### src/rtl/boot_loader.sv
// -----------------------------------------------------------------------------
// boot_loader
//
// Purpose:
//   Fills instruction RAM from a UART byte stream before the CPU runs. The
//   stream is a 4-byte little-endian word count N followed by N little-endian
//   32-bit words. Each assembled word is written to instruction memory through
//   a single-cycle write port at BASE_ADDR + 4*k. The CPU is held in reset
//   until the image is complete.
//
// Configuration:
//   BOOT_LOADER_CHECKSUM_EN - when defined, one extra byte follows the image.
//   It must equal the XOR of every header and payload byte, otherwise the
//   load ends in error.
//
// Parameters:
//   BASE_ADDR  - byte address of the first word (4-aligned).
//   MAX_WORDS  - largest accepted image, in words.
//
// Ports:
//   clk         in   system clock
//   rst         in   asynchronous active-high reset
//   rx_data     in   received byte
//   rx_valid    in   one-cycle strobe qualifying rx_data (no backpressure)
//   imem_we     out  instruction-memory write enable, one-cycle pulse
//   imem_addr   out  write byte address, advances only after a write
//   imem_wdata  out  write data
//   cpu_rst     out  CPU reset, high until the image is accepted
//   done        out  image loaded (sticky until rst)
//   error       out  load failed (sticky until rst)
//   dbg_state   out  current FSM state encoding, for debug/observation
//
// Handshake: rx_valid is a strobe with no ready; every byte presented while
// the FSM is collecting (HDR, LOAD, CHK) is consumed in that cycle, including
// cycles where imem_we is high. Bytes in DONE or ERR are dropped.
// -----------------------------------------------------------------------------
module boot_loader #(
   parameter logic [31:0] BASE_ADDR = 32'h0,
   parameter int          MAX_WORDS = 256
) (
   input  logic        clk,
   input  logic        rst,
   input  logic [7:0]  rx_data,
   input  logic        rx_valid,
   output logic        imem_we,
   output logic [31:0] imem_addr,
   output logic [31:0] imem_wdata,
   output logic        cpu_rst,
   output logic        done,
   output logic        error,
   output logic [2:0]  dbg_state
);

   typedef enum logic [2:0] {
      HDR  = 3'd0,
      LOAD = 3'd1,
      DONE = 3'd2,
      ERR  = 3'd3
`ifdef BOOT_LOADER_CHECKSUM_EN
      ,
      CHK  = 3'd4
`endif
   } state_t;

   // Where the FSM goes once the last word (or an empty header) is taken.
`ifdef BOOT_LOADER_CHECKSUM_EN
   localparam state_t END_STATE = CHK;
`else
   localparam state_t END_STATE = DONE;
`endif

   localparam logic [31:0] MAX_WORDS_32 = 32'(MAX_WORDS);

   state_t      state_q,    state_d;
   logic [1:0]  byte_idx_q, byte_idx_d;
   logic [31:0] count_q,    count_d;     // word count N from the header
   logic [31:0] word_idx_q, word_idx_d;  // k, index of the next word to write
   logic [31:0] wdata_q,    wdata_d;
   logic [31:0] addr_q,     addr_d;
   logic        we_q,       we_d;
`ifdef BOOT_LOADER_CHECKSUM_EN
   logic [7:0]  csum_q,     csum_d;
`endif

   logic [31:0] hdr_full;   // header value including the byte arriving now
   logic        last_word;  // the word being completed is word N-1

   assign hdr_full  = {rx_data, count_q[23:0]};
   assign last_word = (word_idx_q == (count_q - 32'd1));

   // ---------------------------------------------------------------------------
   // State register
   // ---------------------------------------------------------------------------
   always_ff @(posedge clk or posedge rst) begin
      if (rst) begin
         state_q    <= HDR;
         byte_idx_q <= 2'd0;
         count_q    <= 32'd0;
         word_idx_q <= 32'd0;
         wdata_q    <= 32'd0;
         addr_q     <= BASE_ADDR;
         we_q       <= 1'b0;
`ifdef BOOT_LOADER_CHECKSUM_EN
         csum_q     <= 8'd0;
`endif
      end else begin
         state_q    <= state_d;
         byte_idx_q <= byte_idx_d;
         count_q    <= count_d;
         word_idx_q <= word_idx_d;
         wdata_q    <= wdata_d;
         addr_q     <= addr_d;
         we_q       <= we_d;
`ifdef BOOT_LOADER_CHECKSUM_EN
         csum_q     <= csum_d;
`endif
      end
   end

   // ---------------------------------------------------------------------------
   // Next-state logic
   // ---------------------------------------------------------------------------
   always_comb begin
      state_d    = state_q;
      byte_idx_d = byte_idx_q;
      count_d    = count_q;
      word_idx_d = word_idx_q;
      wdata_d    = wdata_q;
      addr_d     = addr_q;
      we_d       = 1'b0;
`ifdef BOOT_LOADER_CHECKSUM_EN
      csum_d     = csum_q;
`endif

      // The address is held through the write cycle and advances right after,
      // so it already points at the next word when that word's write issues.
      if (we_q) begin
         addr_d = addr_q + 32'd4;
      end

      case (state_q)
         HDR: begin
            if (rx_valid) begin
`ifdef BOOT_LOADER_CHECKSUM_EN
               csum_d = csum_q ^ rx_data;
`endif
               count_d[{byte_idx_q, 3'b000} +: 8] = rx_data;
               byte_idx_d = byte_idx_q + 2'd1;
               if (byte_idx_q == 2'd3) begin
                  if (hdr_full > MAX_WORDS_32) begin
                     state_d = ERR;
                  end else if (hdr_full == 32'd0) begin
                     state_d = END_STATE;
                  end else begin
                     state_d = LOAD;
                  end
               end
            end
         end

         LOAD: begin
            if (rx_valid) begin
`ifdef BOOT_LOADER_CHECKSUM_EN
               csum_d = csum_q ^ rx_data;
`endif
               wdata_d[{byte_idx_q, 3'b000} +: 8] = rx_data;
               byte_idx_d = byte_idx_q + 2'd1;
               if (byte_idx_q == 2'd3) begin
                  we_d       = 1'b1;
                  word_idx_d = word_idx_q + 32'd1;
                  if (last_word) begin
                     state_d = END_STATE;
                  end
               end
            end
         end

`ifdef BOOT_LOADER_CHECKSUM_EN
         CHK: begin
            if (rx_valid) begin
               state_d = (rx_data == csum_q) ? DONE : ERR;
            end
         end
`endif

         DONE: begin
            state_d = DONE;
         end

         ERR: begin
            state_d = ERR;
         end

         default: begin
            state_d = HDR;
         end
      endcase
   end

   // ---------------------------------------------------------------------------
   // Outputs
   // ---------------------------------------------------------------------------
   assign imem_we    = we_q;
   assign imem_addr  = addr_q;
   assign imem_wdata = wdata_q;

   // Without the checksum the FSM enters DONE together with the final write
   // pulse; done is held off during that pulse so it rises one cycle later.
   assign done      = (state_q == DONE) && !we_q;
   assign error     = (state_q == ERR);
   assign cpu_rst   = !done;
   assign dbg_state = state_q;

endmodule

### config.mk
export PLATFORM = sky130hd
export DESIGN_NAME = boot_loader
export DESIGN_NICKNAME = d
export VERILOG_FILES = /design/src/rtl/boot_loader.sv
export SDC_FILE = /design/constraint.sdc
export NUM_CORES = 1
export LEC_CHECK = 0
export BUFFER_PORTS_ARGS = -buffer_cell sky130_fd_sc_hd__buf_2
export CAP_MARGIN = 25
export CORE_MARGIN = 1.5
export CORE_UTILIZATION = 45
export CTS_CLUSTER_DIAMETER = 60
export DETAILED_ROUTE_END_ITERATION = 6
export PLACE_DENSITY = 0.68
export SETUP_SLACK_MARGIN = 0.15
export SLEW_MARGIN = 20
export SYNTH_ARGS = -nofsm -noshare
export SYNTH_HDL_FRONTEND = slang
export SYNTH_SLANG_ARGS = --single-unit
### constraint.sdc
create_clock -name clk -period 6.5 [get_ports clk]
set_input_delay 1.625 -clock clk [delete_from_list [all_inputs] [get_ports clk]]
set_output_delay 1.625 -clock clk [all_outputs]
set_load 0.005 [all_outputs]
# After elaboration in Yosys (flattened, before gate mapping)
# Cells that the tools add are included.
# totals
register_bits	134
output_inout_bits	71
word_cells	49
# op_classes
add_sub_neg	5
magnitude_cmp	1
eq_ne	10
n_shift	2
n_mux	13
reduce_logical	11
# ops
op	count
32-bit bitwise mux	2
32-bit by 1-bit adder with 32-bit output (second input constant)	1
32-bit by 3-bit adder with 32-bit output (second input constant)	1
32-bit equality test	1
32-bit by 9-bit > comparator with 1-bit output (second input constant)	1
32-bit logical NOT	1
8-bit by 7-bit variable shift with 32-bit output (first input constant)	1
8-bit by 7-bit indexed part select with 32-bit output	1
32-bit by 1-bit subtractor with 32-bit output (second input constant)	1
3-bit 2-to-1 mux	5
3-bit case mux with 4 select lines	1
2-bit inequality test (second input constant)	5
5-bit negator with 7-bit output	1
3-bit by 2-bit equality test with 1-bit output (second input constant)	2
2-bit AND reduction	3
5-bit AND reduction	1
2-bit 2-to-1 mux	2
3-bit by 1-bit equality test with 1-bit output (second input constant)	1
3-bit logical NOT	1
1-bit 2-to-1 mux	3
3-bit AND reduction	1
2-bit by 1-bit adder with 2-bit output (second input constant)	1
2-bit equality test (second input constant)	1
1-bit logical NOT	2
other kinds (2)	2

# Logic depth before layout (Yosys ltp)
# Gate-level depths: netlist of the first run.
# logic_depth
depth_word	6
depth_mapped	11
ltp_nobuf	10

# Worst setup path after synthesis of the first run
# OpenSTA, ideal clock, no wires.
# synth_path
path_kind	in2reg
start	input port rx_valid
end	register word_idx_q[31]
setup_time_ns	0.079
arrival_ns	3.275
required_time_ns	6.421
path_slack_ns	3.146
cell_stages	9
path_buffers	1
path_cell_list	and3b_1 clkbuf_1 nand3_1 nor2_1 and4_1 and4_1 nand2_1 nor3_1 xor2_1
# synth_via
elab_chain_len	1
# synth_rtl
element	line	source
from (decl)	44	input logic rx_valid,
3-bit AND reduction (no line)	--	
to (signal assigned)	110	word_idx_q <= word_idx_d;
to (decl)	77	logic [31:0] word_idx_q, word_idx_d;
# No other way between the ends.
# A chain may end at the register's enable or synchronous reset.

# Final worst setup path of the first run
# Ends and elaborated chain as after synthesis.

==> results.toml, run 1 <==
[run_status]
status = "finished, final reports clean"

[floorplanning]
die-area_sq_um = 15100
core-area_sq_um = 13900
initial_core_util_pct = 46.3
rows = 43
die-height_um = 123
die_x_um = 123
pin_count = 82

[worst_setup_path]
arrival_ns = 3.63
crit_slowest_cell = "and3b_1"
r2r-start = "count_q[0]"
critPathLaunch = "rx_valid"
cp_cell_sequence = "buf_2, and3b_1, nand3_1, nor2_1, and4_1, and4_1, nand2_1, nor3_1, xor2_1"
cp_common_cell = "and4_1"
path_max_fanout = 8
cp-start-kind = "input pin"
endpoint_kind = "flip-flop"
required_ns = 6.84
critPathKind = "in -> reg"
slowest_delay_ns = 0.36

[global_routing]
grt_pass1_vias = 5107
grt.total_usage_pct = 21.5
grt_start_max_net_pins = 77
antenna_found_initial = 0
grt_pass1_wl_um = 25000
grt_overflow = 0

[sta]
rsz0062_at_grt = "false"
post-route-period-util_pct = 50.5
fin_skew_ns = 0.00758
worst_pin_slew_ns = 1.02
setup_viol = 0
fin_crit_ns = 3.28
clock.fmax_mhz = 304
slew_viol_final = 0
slew_headroom_pct = 31.8
final-hold-violation-count = 0
fin_tns_setup_ns = 0

[logic_synthesis]
synth_warnings = 0
synth-edff-count = 0
netlist_area_sq_um = 6450
synth_cell_types = 48
synthFlopType = "dfrtp_1"
ys_ff_latch = 131
yosysSeqAreaShare_pct = 50.8
async_reset_ff_share_pct = 100
syn-mean-instance-area_sq_um = 9.89
synth_cells = 652

[cts]
clkLatencyLatePin_ns = 0.42
htreeDepth = 4
cts_resized = 0
clkTransAtPathRegs_ns = 0.06
clock_sinks = 131
post-cts-setup-buffers = 0
numCtsBuffers = 17
cts_root_buf = "clkbuf_16"
cts_max_path_buffers = 2
cts_tree = "built"
cts_hold_buf = 0

[layout]
fin_nets = 756
n_antenna_cell = 0
drive_gt1_share_pct = 16.3
instances_no_fill = 929
area_delta_synth_final_pct = 18.8

[detailed_routing]
drc = 0
wl_per_cell_um = 16.2
vias_per_cell = 5.45
drtIter0Drc = 285
vias = 5065
postRouteAntennaNets = 0
drtPass1Iterations = 4
wl_um = 15000

[placement]
dp.cells = 896
io_buffers = 78
dp_hpwl_um = 11000
routabilityCongestion = 0.921

[hold_path]
min_from = "imem_addr[31]"
worstHoldPathType = "reg -> reg"

[run]
drv_cap = 0

[power_and_ir_drop]
p_leak_nw = 3.71
vdd_ir_drop_max_uv = 266
powerDensity_nw_per_um2 = 465
==> cells in the mapped netlist (2+ instances only) <==
library cell | n | area share, %
mux2_2 | 3 | 0.52
nand3_1 | 24 | 1.9
o22ai_1 | 3 | 0.29
a31oi_1 | 5 | 0.48
xor2_1 | 38 | 5.2
a22o_1 | 16 | 2.2
o21ai_0 | 51 | 4.0
buf_4 | 3 | 0.35
nor2_1 | 36 | 2.1
nor4_1 | 9 | 0.87
nand2b_1 | 4 | 0.39
and4_1 | 8 | 1.1
xnor2_1 | 65 | 8.8
and3b_1 | 2 | 0.27
ha_1 | 9 | 1.7
o31ai_1 | 3 | 0.35
buf_2 | 2 | 0.16
or4_1 | 4 | 0.47
a21oi_1 | 4 | 0.31
nand3b_1 | 3 | 0.35
or4b_1 | 2 | 0.31
clkbuf_1 | 12 | 0.70
nand2_1 | 114 | 6.6
nand4_1 | 20 | 1.9
and3_1 | 13 | 1.3
inv_1 | 13 | 0.76
or2_2 | 2 | 0.19
or3_1 | 8 | 0.78
nor3_1 | 18 | 1.4
dfrtp_1 | 131 | 51
and2_1 | 7 | 0.68
nor3b_1 | 4 | 0.47
==> cells by family (layout without fill, tap and decap cells) <==
kind of cell	after synthesis	after routing	share of synthesized area, %
fa+ha+maj	9	9	1.75
mux	4	4	0.679
other cells	1	3	0.0581
compound gates	89	89	8.55
flops	131	131	50.8
buf+inv	30	125	1.96
simple gates	285	285	22.2
xor+xnor	103	103	14.0
==> routing by layer <==
metal / track usage, % / wire (um)
met1: 27.6 / 6850
met2: 34.6 / 7020
met3: 5.58 / 761
met4: 8.94 / 396
met5: 0 / 0
==> power by group <==
part / leakage (nW) / switching [mW] / total [mW] / internal [mW]
Combinational: 1.62 / 0.749 / 1.34 / 0.589
Clock: 0.307 / 0.378 / 1.03 / 0.648
Sequential: 1.78 / 0.211 / 1.20 / 0.987
Total: 3.71 / 1.34 / 3.56 / 2.22
==> area by class of cell <==
type                       count  area, sq um
multi-input combinational    493         3050
inverter                      13         51.3
sequential                   131         3280
fill                        1234         6270
tap                          180          225
clock inverter                14          201
clock buffer                  18          429
timing repair buffer          80          425
==> worst max-delay path, delay by kind of cell <==
family,cells,cell delay [ns]
simple gates,7,1.71
buf+inv,1,0.12
xor+xnor,1,0.17
==> flip-flops by register name, summed over array words and instances, names as in the netlist <==
| signal | count |
|---|---|
| byte_idx_q | 2 |
| count_q | 32 |
| dbg_state | 2 |
| imem_addr | 30 |
| imem_wdata | 32 |
| imem_we | 1 |
| word_idx_q | 32 |
==> cells in the final DEF, fill, tap and decap left out, types with 12 or more instances in the layout <==
master and count:
buf_2 78, nand4_1 20, dfrtp_1 131, o21ai_0 51, nand3_1 24, inv_1 12
xnor2_1 65, xor2_1 38, nor2_1 36, nor3_1 18, and3_1 13, clkbuf_16 17
nand2_1 114, a22o_1 16
==> per-stage QoR <==
step	area (sq um)	setup WS, ns	hold WS [ns]	power, mW	utilization [%]
6_report	7660	3.22	0.474	3.56	55.0
3_3_place_gp	7010	2.89	0.454	2.49	50.3
2_1_floorplan	6460	1.38	0.461	2.16	-
3_5_place_dp	7010	2.80	0.461	2.54	50.3
4_1_cts	7640	3.26	0.473	3.58	54.8
5_1_grt	7660	3.03	0.486	3.80	55.0
==> final timing paths <==
| kind | to | slack, ns | cells after the start |
|---|---|---|---|
| setup / recovery | word_idx_q[31] | 3.22 | 9 |
| hold / removal | imem_addr[31] | 0.47 | 1 |
| setup reg to reg | dbg_state[0] | 3.32 | 10 |
| hold reg to reg | imem_addr[31] | 0.47 | 1 |
| max in group asynchronous | imem_wdata[23] | 4.31 | 3 |
| min in group asynchronous | imem_addr[20] | 1.18 | 2 |
No activity file was read; power rests on OpenSTA's default activity.
==> run 2, diff against run 1 <==
--- a/config.mk
+++ b/config.mk
@@ -11,7 +11,7 @@
 export CORE_UTILIZATION = 45
 export CTS_CLUSTER_DIAMETER = 60
 export DETAILED_ROUTE_END_ITERATION = 6
-export PLACE_DENSITY = 0.68
+export PLACE_DENSITY = 0.7
 export SETUP_SLACK_MARGIN = 0.15
 export SLEW_MARGIN = 20
 export SYNTH_ARGS = -nofsm -noshare
==> constraint.sdc (replaced) <==
create_clock -name clk -period 3 [get_ports clk]
set_input_delay 0.75 -clock clk [delete_from_list [all_inputs] [get_ports clk]]
set_output_delay 0.75 -clock clk [all_outputs]
set_load 0.005 [all_outputs]
==> results.toml, run 2 (synthesized netlist as in run 1, its figures left out) <==
[run_status]
status = "finished, final reports clean"

[cts]
cts_max_path_buffers = 2
cts_hold_buf = 0
htreeDepth = 4
cts_tree = "built"
cts_root_buf = "clkbuf_16"
clkLatencyLatePin_ns = 0.41
clkTransAtPathRegs_ns = 0.06
clock_sinks = 131
numCtsBuffers = 17

[detailed_routing]
vias = 5297
drtPass1Iterations = 4
postRouteAntennaNets = 0
vias_per_cell = 5.57
drtIter0Drc = 308
wl_per_cell_um = 16.3
drc = 0
wl_um = 15500

[sta]
slew_headroom_pct = 42.4
fin_skew_ns = 0.00639
post-route-period-util_pct = 93.6
hold_ws_ns = 0.259
layout_setup_ws_ns = 0.191
setup_viol = 0
worst_pin_slew_ns = 0.857
fin_crit_ns = 2.81
fin_tns_setup_ns = 0
slew_viol_final = 0
rsz0062_at_grt = "true"
final-hold-violation-count = 0
clock.fmax_mhz = 356

[global_routing]
grt_pass1_vias = 4998
grt_overflow = 0
grt_pass1_wl_um = 25300
grt_start_max_net_pins = 60
antenna_found_initial = 0
grt.total_usage_pct = 21.8

[layout]
instances_no_fill = 951
fin_nets = 778
n_antenna_cell = 0
final_common_cell = "dfrtp_1"
final_cell_mix = "dfrtp_1, nand2_1, buf_2, xnor2_1, o21ai_0"
area_delta_synth_final_pct = 22.6
drive_gt1_share_pct = 21.3
fillCellCount = 1193

[placement]
routabilityCongestion = 0.914
dp_hpwl_um = 11200
dp.cells = 916
io_buffers = 78
dp_slack_ns = 0.0894

[floorplanning]
rows = 43
die_x_um = 123
die-height_um = 123
core-area_sq_um = 13900
initial_core_util_pct = 46.3
die-area_sq_um = 15100
pin_count = 82

[run]
drv_cap = 0

[worst_setup_path]
required_ns = 3.30
critPathKind = "reg -> reg"
path_max_fanout = 6
arrival_ns = 3.11
endpoint_kind = "flip-flop"
cp-start-kind = "flip-flop"

[power_and_ir_drop]
power_mw = 8.20
powerDensity_nw_per_um2 = 1040
vdd_ir_drop_max_uv = 526
p_leak_nw = 3.80

[hold_path]
worstHoldPathType = "in -> async"
## run 2: cell types whose count changed in the layout (fill, tap and decap cells not counted), moves of 3 or more
cell | before | now
buf_4 | 1 | 23
clkinvlp_4 | 1 | 5
nor4_1 | 9 | 5
nor4_2 | 1 | 4
## run 2: final timing paths
kind / slack (ns) / start / to / cells past startpoint
setup / recovery: 0.19 / count_q[1] / dbg_state[1] / 11
hold reg to reg: 0.48 / imem_addr[31] / imem_addr[31] / 1
setup reg to reg: 0.19 / count_q[1] / dbg_state[1] / 11
hold / removal: 0.26 / rst / word_idx_q[30] / 2
max in group asynchronous: 1.98 / rst / count_q[5] / 3
min in group clk: 0.48 / imem_addr[31] / imem_addr[31] / 1
## run 2: critical path, stage by stage, from the launching register on
cell and delay, ns:
dfrtp_1 0.39, inv_2 0.06, ha_2 0.16, or4b_4 0.47, buf_4 0.18, or4_4 0.45
and2_4 0.19, nor2_1 0.11, o32ai_1 0.09, o2111a_1 0.24, and3_4 0.18, a21bo_1 0.18
## run 2: repair_timing
| action | in CTS | in global routing |
|---|---|---|
| gates resized for setup | 6 | 14 |
| pin swaps | 4 | 3 |
| setup buffers | 2 | 1 |
| setup endpoints to repair | 2 | 3 |
| endpoints found under the hold margin | 0 | 0 |
## run 2: area by class of cell
type,instances,area [sq um],area share (%)
clock inverters,15,204,2.58
well taps,180,225,2.85
clock buffers,17,425,5.38
repair buffers,102,583,7.38
multi-input cells,493,3140,39.7
inverters,13,52.6,0.665
flip-flops and latches,131,3280,41.5
## run 2: metrics by stage
step	utilization [%]	instance area, sq um
after global routing	56.7	7910
after CTS	56.2	7830
final	56.7	7910
after global placement	51.5	7170
after detailed placement	51.5	7170
after floorplan	-	6460
## run 2: where the power goes
part / internal [mW] / switching, mW
logic: 1.59 / 1.83
registers: 2.14 / 0.462
clock network: 1.40 / 0.782
## run 2: metal layers
metal	GRT usage (%)	routed length [um]
met1	28.9	6970
met2	34.2	7140
met3	4.93	981
met4	9.52	416
met5	0	0
==> run 3, diff against run 2 <==
--- a/config.mk
+++ b/config.mk
@@ -11,7 +11,8 @@
 export CORE_UTILIZATION = 45
 export CTS_CLUSTER_DIAMETER = 60
 export DETAILED_ROUTE_END_ITERATION = 6
-export PLACE_DENSITY = 0.7
+export HOLD_SLACK_MARGIN = 0.08
+export PLACE_DENSITY = 0.68
 export SETUP_SLACK_MARGIN = 0.15
 export SLEW_MARGIN = 20
 export SYNTH_ARGS = -nofsm -noshare
==> constraint.sdc (replaced) <==
create_clock -name clk -period 3.65 [get_ports clk]
set_input_delay 0.9125 -clock clk [delete_from_list [all_inputs] [get_ports clk]]
set_output_delay 0.9125 -clock clk [all_outputs]
set_load 0.005 [all_outputs]
==> results.toml, run 3 (synthesized netlist as in run 1, its figures left out) <==
[cts]
cts_resized = 0
numCtsBuffers = 17
post-cts-setup-buffers = 0
cts_hold_buf = 0
clkTransAtPathRegs_ns = 0.06
cts_root_buf = "clkbuf_16"
clock_sinks = 131
htreeDepth = 4
cts_max_path_buffers = 2
clkLatencyLatePin_ns = 0.42
cts_tree = "built"

[worst_setup_path]
r2r-start = "count_q[0]"
cp-start-kind = "flip-flop"
worst_r2r_endpoint = "dbg_state[0]"
critPathKind = "reg -> reg"
crit_slowest_cell = "or4b_1"
required_ns = 3.95
crit_buf_inv = 1
path_max_fanout = 7
ff2ff_path_depth = 10
endpoint_kind = "flip-flop"
slowest_delay_ns = 0.58
regToRegSetupSlack_ns = 0.56
arrival_ns = 3.38
crit_family = "simple AND/OR/NAND/NOR gates"
cp_cell_sequence = "inv_1, ha_1, or4b_1, nor3_2, nand2_1, or3_1, mux2i_1, nor4_1, and3_1, a31oi_1"

[sta]
setup_viol = 0
clock.fmax_mhz = 324
worst_pin_slew_ns = 0.947
slew_viol_final = 0
fin_crit_ns = 3.09
fin_skew_ns = 0.00683
rsz0062_at_grt = "false"
slew_headroom_pct = 36.4
post-route-period-util_pct = 84.6
fin_tns_setup_ns = 0
final-hold-violation-count = 0

[layout]
finalInstanceArea_sq_um = 7650
instances_no_fill = 930
area_delta_synth_final_pct = 18.7
drive_gt1_share_pct = 16.5
n_antenna_cell = 0
regArea_sq_um = 3280
multi_input_area_sq_um = 3050
final_cell_mix = "dfrtp_1, nand2_1, buf_2, xnor2_1, o21ai_0"
fin_nets = 757
fillCellCount = 1231
final_common_cell = "dfrtp_1"

[global_routing]
grt_overflow = 0
antenna_found_initial = 0
grt_start_max_net_pins = 73
grt.total_usage_pct = 22.1
grt_pass1_wl_um = 25600
grt_pass1_vias = 5006

[power_and_ir_drop]
vdd_ir_drop_max_uv = 472
powerDensity_nw_per_um2 = 829
power_mw = 6.35
p_leak_nw = 3.69

[run_status]
status = "finished, final reports clean"

[floorplanning]
rows = 43
core-area_sq_um = 13900
die_x_um = 123
pin_count = 82
initial_core_util_pct = 46.3
die-area_sq_um = 15100
die-height_um = 123

[detailed_routing]
drc = 0
vias_per_cell = 5.49
postRouteAntennaNets = 0
vias = 5103
wl_um = 15200
drtPass1Iterations = 7
wl_per_cell_um = 16.4
drtIter0Drc = 317

[placement]
routabilityCongestion = 0.913
dp.cells = 898
io_buffers = 78
dp_hpwl_um = 11000
place_area_sq_um = 7030

[hold_path]
min_from = "imem_wdata[24]"
holdPathStages = 2
worstHoldPathType = "reg -> reg"
min_to = "imem_wdata[24]"

[run]
drv_cap = 0
[run 3: metrics by stage]
| stage | util [%] | setup slack (ns) | hold slack, ns |
|---|---|---|---|
| after floorplan | - | 0.835 | 0.461 |
| after global placement | 50.5 | 0.675 | 0.455 |
| after detailed placement | 50.5 | 0.614 | 0.469 |
| after CTS | 54.9 | 0.623 | 0.484 |
| after global routing | 54.9 | 0.405 | 0.501 |
| final | 54.9 | 0.564 | 0.482 |
[run 3: area by class of cell]
type	count	share of cell area, %
clock buffer	17	5.56
clock inverter	15	2.55
inverter	13	0.686
multi-input combinational	493	39.9
sequential	131	42.8
tap	180	2.94
timing repair buffer	81	5.56
[run 3: tightest hold or removal path: cells and delay by family, from the launching register on]
family / cells / cell delay (ns)
and+or+nand+nor: 1 / 0.05
DFF: 1 / 0.34
AOI/OAI and AO/OA: 1 / 0.06
[run 3: layer usage]
layer  wire, um  GRT usage [%]
met5          0              0
met4        359           8.65
met3        804           5.11
met2       7070           34.8
met1       7010           29.5
[run 3: worst max-delay path by stage]
stage / from / to / slack (ns) / cells after the start
4_1_cts: count_q[0] / dbg_state[0] / 0.62 / 10
3_5_place_dp: count_q[0] / dbg_state[0] / 0.61 / 10
3_3_place_gp: count_q[0] / dbg_state[0] / 0.67 / 10
6_report: count_q[0] / dbg_state[0] / 0.56 / 10
5_1_grt: count_q[0] / dbg_state[0] / 0.40 / 10
2_1_floorplan: count_q[0] / dbg_state[0] / 0.84 / 11
[run 3: power by group]
group / leakage [nW] / internal (mW) / switching, mW
Clock: 0.297 / 1.09 / 0.687
Sequential: 1.78 / 1.76 / 0.404
Combinational: 1.61 / 1.05 / 1.35
Total: 3.69 / 3.90 / 2.45
